$ cat src/rtl/bounce_gen_multi_if.sv
// Purpose : bundles the stimulus/response signals of the multi-channel bounce generator.
// Latency : n/a (wires only).
// Backpressure: none; all signals are level-valued, sampled every clock.
//
// Ports (per modport):
//   master : drives en, sig_in; observes bounce_out, busy (stimulus side / testbench)
//   slave  : receives en, sig_in; drives bounce_out, busy (bounce generator)
interface bounce_gen_multi_if #(
  parameter int NUM_CH = 4
);
  logic              en;          // 1 = bounce mode, 0 = registered pass-through
  logic [NUM_CH-1:0] sig_in;      // clean inputs, synchronous to clk
  logic [NUM_CH-1:0] bounce_out;  // bouncy outputs, registered
  logic [NUM_CH-1:0] busy;        // channel is mid-bounce

  modport master (
    output en,
    output sig_in,
    input  bounce_out,
    input  busy
  );

  modport slave (
    input  en,
    input  sig_in,
    output bounce_out,
    output busy
  );
endinterface

$ cat src/rtl/bounce_gen_multi.sv
// Purpose : per-channel switch-bounce generator; each sig_in edge becomes 2N-1 output
//           edges of pseudo-random segment length, ending on the new value.
// Latency : 1 clock detect/pass-through; settling = sum of segment lengths; no backpressure.
//
// Ports:
//   clk  : system clock
//   rst  : asynchronous, active-high reset
//   bg   : slave modport of bounce_gen_multi_if (en, sig_in in; bounce_out, busy out)
module bounce_gen_multi #(
  parameter int          NUM_CH          = 4,
  parameter int          MIN_BOUNCE_CLKS = 5000,
  parameter int          RAND_BITS       = 14,
  parameter int          NUM_BOUNCES_MIN = 2,
  parameter int          NB_RAND_BITS    = 2,
  parameter logic [15:0] SEED            = 16'hACE1
) (
  input  logic               clk,
  input  logic               rst,
  bounce_gen_multi_if.slave  bg
);

  // Counter holds D-1, with D up to MIN_BOUNCE_CLKS + 2^RAND_BITS - 1.
  localparam int CW = $clog2(MIN_BOUNCE_CLKS + 2**RAND_BITS) + 1;
  // Remaining-rising-edge count holds up to NUM_BOUNCES_MIN + 2^NB_RAND_BITS - 1.
  localparam int NW = $clog2(NUM_BOUNCES_MIN + 2**NB_RAND_BITS) + 1;

  typedef enum logic [1:0] {
    ST_INIT,
    ST_IDLE,
    ST_AWAY,    // output sits at ~target
    ST_TOWARD   // output sits at target, more bounces still to come
  } state_e;

  state_e            state_q [NUM_CH];
  state_e            state_d [NUM_CH];
  logic [15:0]       lfsr_q  [NUM_CH];
  logic [15:0]       lfsr_d  [NUM_CH];
  logic [CW-1:0]     cnt_q   [NUM_CH];
  logic [CW-1:0]     cnt_d   [NUM_CH];
  logic [NW-1:0]     rem_q   [NUM_CH];
  logic [NW-1:0]     rem_d   [NUM_CH];
  logic [CW-1:0]     seg_ld  [NUM_CH];   // D-1 drawn from the current LFSR state
  logic [NW-1:0]     nb_ld   [NUM_CH];   // N drawn from the current LFSR state
  logic [NUM_CH-1:0] tgt_q, tgt_d;
  logic [NUM_CH-1:0] bounce_q, bounce_d;
  logic [NUM_CH-1:0] busy_w;

  // Channel seeds differ by index so simultaneous edges produce distinct sequences;
  // an all-zero state would lock the LFSR up, so it is replaced by 1.
  function automatic logic [15:0] seed_of(input int ch);
    logic [15:0] s;
    s = SEED + 16'(ch);
    if (s == 16'h0000) s = 16'h0001;
    return s;
  endfunction

  for (genvar g = 0; g < NUM_CH; g++) begin : g_draw
    assign seg_ld[g] = CW'(MIN_BOUNCE_CLKS - 1) + CW'(lfsr_q[g][RAND_BITS-1:0]);
    assign nb_ld[g]  = NW'(NUM_BOUNCES_MIN) + NW'(lfsr_q[g][15 -: NB_RAND_BITS]);
  end

  always_comb begin
    state_d  = state_q;
    cnt_d    = cnt_q;
    rem_d    = rem_q;
    tgt_d    = tgt_q;
    bounce_d = bounce_q;
    for (int i = 0; i < NUM_CH; i++) begin
      lfsr_d[i] = {lfsr_q[i][14:0],
                   lfsr_q[i][15] ^ lfsr_q[i][13] ^ lfsr_q[i][12] ^ lfsr_q[i][10]};
      case (state_q[i])
        ST_INIT: begin
          // Adopt the input level silently so a high input at reset does not bounce.
          bounce_d[i] = bg.sig_in[i];
          state_d[i]  = ST_IDLE;
        end
        ST_IDLE: begin
          if (!bg.en) begin
            bounce_d[i] = bg.sig_in[i];
          end else if (bg.sig_in[i] != bounce_q[i]) begin
            tgt_d[i]   = bg.sig_in[i];
            rem_d[i]   = nb_ld[i];
            cnt_d[i]   = seg_ld[i];
            state_d[i] = ST_AWAY;
          end
        end
        ST_AWAY, ST_TOWARD: begin
          if (!bg.en || (bg.sig_in[i] != tgt_q[i])) begin
            // Bypass or input reverted: abandon the bounce, beating counter expiry.
            bounce_d[i] = bg.sig_in[i];
            state_d[i]  = ST_IDLE;
          end else if (cnt_q[i] != '0) begin
            cnt_d[i] = cnt_q[i] - CW'(1);
          end else if (state_q[i] == ST_AWAY) begin
            bounce_d[i] = tgt_q[i];
            rem_d[i]    = rem_q[i] - NW'(1);
            if (rem_q[i] == NW'(1)) begin
              state_d[i] = ST_IDLE;
            end else begin
              cnt_d[i]   = seg_ld[i];
              state_d[i] = ST_TOWARD;
            end
          end else begin
            bounce_d[i] = ~tgt_q[i];
            cnt_d[i]    = seg_ld[i];
            state_d[i]  = ST_AWAY;
          end
        end
        default: begin
          state_d[i] = ST_IDLE;
        end
      endcase
    end
  end

  always_ff @(posedge clk or posedge rst) begin
    if (rst) begin
      for (int i = 0; i < NUM_CH; i++) begin
        state_q[i] <= ST_INIT;
        lfsr_q[i]  <= seed_of(i);
        cnt_q[i]   <= '0;
        rem_q[i]   <= '0;
      end
      tgt_q    <= '0;
      bounce_q <= '0;
    end else begin
      for (int i = 0; i < NUM_CH; i++) begin
        state_q[i] <= state_d[i];
        lfsr_q[i]  <= lfsr_d[i];
        cnt_q[i]   <= cnt_d[i];
        rem_q[i]   <= rem_d[i];
      end
      tgt_q    <= tgt_d;
      bounce_q <= bounce_d;
    end
  end

  always_comb begin
    busy_w = '0;
    for (int i = 0; i < NUM_CH; i++) begin
      busy_w[i] = (state_q[i] == ST_AWAY) || (state_q[i] == ST_TOWARD);
    end
  end

  assign bg.bounce_out = bounce_q;
  assign bg.busy       = busy_w;

endmodule

$ cat src/flat_wrapper.sv
// flat-port wrapper written by rule: the top's interface ports become plain ports
module bounce_gen_multi_flat 
#(
  parameter int          NUM_CH          = 4,
  parameter int          MIN_BOUNCE_CLKS = 5000,
  parameter int          RAND_BITS       = 14,
  parameter int          NUM_BOUNCES_MIN = 2,
  parameter int          NB_RAND_BITS    = 2,
  parameter logic [15:0] SEED            = 16'hACE1
)
  (clk, rst, bg_en, bg_sig_in, bg_bounce_out, bg_busy);
  bounce_gen_multi_if #(.NUM_CH(NUM_CH)) bg_i ();
  input  logic clk;
  input  logic rst;
  input wire logic [$bits(bg_i.en)-1:0] bg_en;
  input wire logic [$bits(bg_i.sig_in)-1:0] bg_sig_in;
  output wire logic [$bits(bg_i.bounce_out)-1:0] bg_bounce_out;
  output wire logic [$bits(bg_i.busy)-1:0] bg_busy;
  assign bg_i.en = bg_en;
  assign bg_i.sig_in = bg_sig_in;
  assign bg_bounce_out = bg_i.bounce_out;
  assign bg_busy = bg_i.busy;
  bounce_gen_multi #(.NUM_CH(NUM_CH), .MIN_BOUNCE_CLKS(MIN_BOUNCE_CLKS), .RAND_BITS(RAND_BITS), .NUM_BOUNCES_MIN(NUM_BOUNCES_MIN), .NB_RAND_BITS(NB_RAND_BITS), .SEED(SEED)) u_core (.clk(clk), .rst(rst), .bg(bg_i));
endmodule
$ cat config.mk
export PLATFORM = sky130hd
export DESIGN_NAME = bounce_gen_multi_flat
export DESIGN_NICKNAME = d
export VERILOG_FILES = /design/src/rtl/bounce_gen_multi_if.sv /design/src/rtl/bounce_gen_multi.sv /design/src/flat_wrapper.sv
export SDC_FILE = /design/constraint.sdc
export NUM_CORES = 1
export LEC_CHECK = 0
export ABC_CLOCK_PERIOD_IN_PS = 6900
export CORE_ASPECT_RATIO = 1.1
export CORE_UTILIZATION = 30
export CTS_CLUSTER_SIZE = 30
export DETAILED_ROUTE_END_ITERATION = 7
export GPL_TIMING_DRIVEN = 0
export SLEW_MARGIN = 20
export SYNTH_ARGS = -nofsm -noshare
export SYNTH_HDL_FRONTEND = slang
export SYNTH_SLANG_ARGS = --single-unit
$ cat constraint.sdc
create_clock -name clk -period 6.9 [get_ports clk]
set_input_delay 1.035 -clock clk [delete_from_list [all_inputs] [get_ports clk]]
set_output_delay 1.035 -clock clk [all_outputs]
set_load 0.005 [all_outputs]
Word level (Yosys, flattened, before mapping)
Cells that the tools add are included. W data, S select, Z words.

$add $sub $neg: 16. Multipliers: 0. Div/mod/pow operators: 0. $lt $le $gt $ge: 0. Equal/unequal tests: 56. Shifts and indexed selects: 0. Multiplexer cells: 100. Bitwise operators: 16. Reduce and logical (&&, ||, !) cells: 45.

Operator list (count): $mux W16 (24); $pmux W16 S2 (4); $mux W4 (20); $reduce_bool A16 Y1 (4); $sub A16 B1 Y16 const B (4); $add A13 B14 Y15 const A (4); $mux W2 (24); $ne A2 B2 Y1 const B (16); $pmux W4 S2 (4); $pmux W2 S3 (4); $reduce_and A3 Y1 (8); $reduce_and A6 Y1 (4); $reduce_and A5 Y1 (4); $eq A2 B2 Y1 const B (8); $eq A4 B1 Y1 const B (4); $mux W1 (16); $ne A2 B1 Y1 const B (8); $ne A4 B3 Y1 const B (4); $sub A4 B1 Y4 const B (4); $add A2 B2 Y3 const A (4); $ne A3 B2 Y1 const B (4); $pmux W1 S3 (4); $xor A1 B1 Y1 (12); $eq A2 B1 Y1 const B (4); other kinds (8) (37).

Flip-flop bits (word level): 160. Bits in latches: 0. Memory bits (writable): 0. Bits in read-only memories: 0. Input port bits: 7. Output and inout bits: 8. Logic and storage cells: 257. Memories: 0.

Logic depth before layout (Yosys ltp)
Word-level depth: 6. Depth in mapped cells: 11. Gate-level depth less buffers: 9.

Worst setup path after synthesis
Ideal clock, no wire load.

Path type: input to register. From: in bg_sig_in[1]. To: reg u_core.cnt_q[40] (netlist name). Library setup time: 0.122 ns. Data arrival time: 2.330 ns. Data required time: 6.778 ns. Slack: 4.449 ns. Stages on the path: 8. Path buffers: 1. Cell sequence: xnor2_1 -> a22o_1 -> nand2_1 -> or2_0 -> inv_1 -> clkbuf_1 -> nand2_1 -> a32o_1.

Word-level cells in the longest chain between the ends: 4.

RTL lines: from (decl) (line flat_wrapper.sv:16) `input wire logic [$bits(bg_i.sig_in)-1:0] bg_sig_in;`; $ne A1 B1 Y1 (line bounce_gen_multi.sv:88) `if (!bg.en || (bg.sig_in[i] != tgt_q[i])) begin`; $logic_or A1 B1 Y1 (line bounce_gen_multi.sv:88); $ne A2 B2 Y1 (no line); $reduce_and A5 Y1 (no line) *; to (signal, indexed assignment) (line bounce_gen_multi.sv:130) `cnt_q[i] <= cnt_d[i];`; to (decl) (line bounce_gen_multi.sv:38) `logic [CW-1:0] cnt_q [NUM_CH];`.

Every way passes the cells marked *; elsewhere a longest branch is shown, timed or not. A chain may end at the register's enable or synchronous reset.

Worst setup path after layout
From: in bg_sig_in[1]. To: reg u_core.cnt_q[42] (netlist name).

The elaborated chain is that of the path after synthesis.

==> results.cfg <==
[setup_path]
setup.worst_path.start_class = input port
critPathKind = input port to register
rr_worst_depth = 8
cp.required_ps = 7190
end_kind = register
arrival_ps = 3410
regToRegSetupSlack_ps = 3840
crit_fanout = 10
reg2reg_from = u_core.cnt_q[4]
rr_endpoint = u_core.cnt_q[8]

[cts]
cts_tree = yes
cts_buffers = 17
clockBufferDepth = 2
cts_resized = 0
root_buffer = clkbuf_16
cts.sinks = 160
clk_pin_slew_ps = 60
cts_hold_buf = 0
post-cts-setup-buffers = 0
clk_latency_ps = 430
htree_levels = 4

[power]
power_leakage_nw = 3.93
power.density_mw_per_mm2 = 358
total_power_mw = 3.54
max-vdd-ir-drop_mv = 0.173

[logic_synthesis]
syn_avg_cell_area_um2 = 9.32
syn_inst = 937
ys.warnings.count = 0
ys.flop_type = dfrtp_1
synth-seq-area-share = 0.463
synth_cell_types = 69
async_flop_share = 1.00
synth-edff-count = 0
syn_area_mm2 = 0.00873
syn-num-nets = 964
ys_ff_latch = 160

[floorplanning]
dieArea_mm2 = 0.0298
start_util = 0.305
fp.coreArea_mm2 = 0.0286
die_w_um = 165
pin_count = 15
die_h_um = 181
rows = 65

[grt]
grt_pass1_wl_um = 33800
track_usage = 0.139
grt_pass1_vias = 6862
grt_max_degree = 86
globalRouteOverflowTotal = 0
antenna_found_initial = 0

[route]
wl_per_cell_um = 14.6
route.detailed.drc = 0
vias = 7045
wirelength_um = 19700
dr.pass1.iters = 7
viasPerCell = 5.21
first_iter_violations = 533
ant_nets = 0

[place]
dpl.cell_count = 1319
post-place-ws_ps = 3350
dp_hpwl_um = 13500
port_buffers = 13
gp_congestion = 0.840

[sta]
tightest_slew_ps = 1100
fin_skew_ps = 11.6
period_share = 0.452
timing.setup.tns_ps = 0
finalSetupViolCount = 0
setup_slack_ps = 3780
fmax_mhz = 321
grt_setup_unrepaired = no
relSlewSlack = 0.263
finalHoldViolCount = 0
drv_slew = 0
period_minus_slack_ps = 3120

[run]
maxCapViolations = 0

[final_layout]
syn2layout_area_growth_pct = 13.6
layout.nets = 997
antenna_cells = 0
final_common_cell = dfrtp_1
fin_cells = 1351
drive_above_1_share = 0.0946
layout_common_cells = dfrtp_1, o21ai_0, nand2_1, nor2_1, a21oi_1
final_util = 0.346

[hold_path]
hold_end = u_core.lfsr_d[60]
hp-class = register to register
min_from = u_core.lfsr_d[59]
hold_path_depth = 0

[outcome]
outcome = complete, no violations
## cells in the mapped netlist (all sizes together) (20+ instances only)
cell    number  share of area
dfstp       33          0.099
xnor2       38          0.038
o21ai       92          0.054
nand2       70          0.030
nor2        70          0.030
ha          20          0.029
a21oi       68          0.039
inv         43          0.018
dfrtp      127           0.36
nand3       39          0.022
nor3        45          0.026
xor2        29          0.029
clkbuf      32          0.014
## where the power goes
part           leakage, nW  internal (mW)  switching [mW]
logic                 1.74          0.506           0.799
registers             1.92           1.13           0.209
clock network        0.267          0.508           0.389
total                 3.93           2.15            1.40
## kinds of logic after synthesis
logic type / count (synthesis) / synth area share
adders and majority gates: 20 / 0.0287
muxes: 11 / 0.0129
and+or+nand+nor: 331 / 0.196
AOI/OAI and AO/OA: 260 / 0.187
buffers and inverters: 88 / 0.0441
xor gates and xnor gates: 67 / 0.0672
DFF: 160 / 0.463
## how the worst max path moves through the flow
stage,start,endpoint,slack (ps),cells past startpoint
3_3_place_gp,rst,u_core.lfsr_d[5],-700,2
4_1_cts,bg_sig_in[1],u_core.cnt_q[42],3790,9
5_1_grt,bg_sig_in[1],u_core.cnt_q[42],3600,9
2_1_floorplan,rst,u_core.bg.bounce_out[0],1600,1
3_5_place_dp,bg_sig_in[1],u_core.cnt_q[42],3350,9
6_report,bg_sig_in[1],u_core.cnt_q[42],3780,9
## per-layer routing
layer,up-vias,GRT usage,part of all wire
met2,122,0.223,0.47
met3,32,0.0223,0.029
li1,3472,-,-
met4,0,0.0583,0.023
met1,3419,0.185,0.48
met5,-,0,0
## critical path, cell delays in order
cell	delay, ps
clkdlybuf4s50_1	590
xor2_1	210
a22o_1	180
nand2_1	80
or2_0	350
inv_1	230
clkbuf_1	400
o21ai_0	190
o2bb2ai_1	160
## through the flow
| stage | hold WS, ps | area [um2] |
|---|---|---|
| 6_report | 369 | 9910 |
| 3_5_place_dp | 357 | 9360 |
| 4_1_cts | 370 | 9910 |
| 2_1_floorplan | 353 | 8730 |
| 5_1_grt | 378 | 9910 |
| 3_3_place_gp | 358 | 9320 |
## final cells by class
cell class | count | area, um2
multi-input cells | 689 | 4300
fillers | 2906 | 18700
plain buffers | 45 | 224
clock buffers | 20 | 447
flip-flops and latches | 160 | 4050
clock inverters | 12 | 111
inverters | 43 | 169
repair buffers | 14 | 158
well taps | 368 | 460
## state kept, by name (all words and copies together) (netlist names)
signal	cells
u_core.lfsr_q	4
u_core.lfsr_d	60
u_core.tgt_q	4
u_core.state_q	8
u_core.rem_q	16
u_core.bg.bounce_out	4
u_core.cnt_q	64
Note: power is estimated with default switching activity, not from simulation.
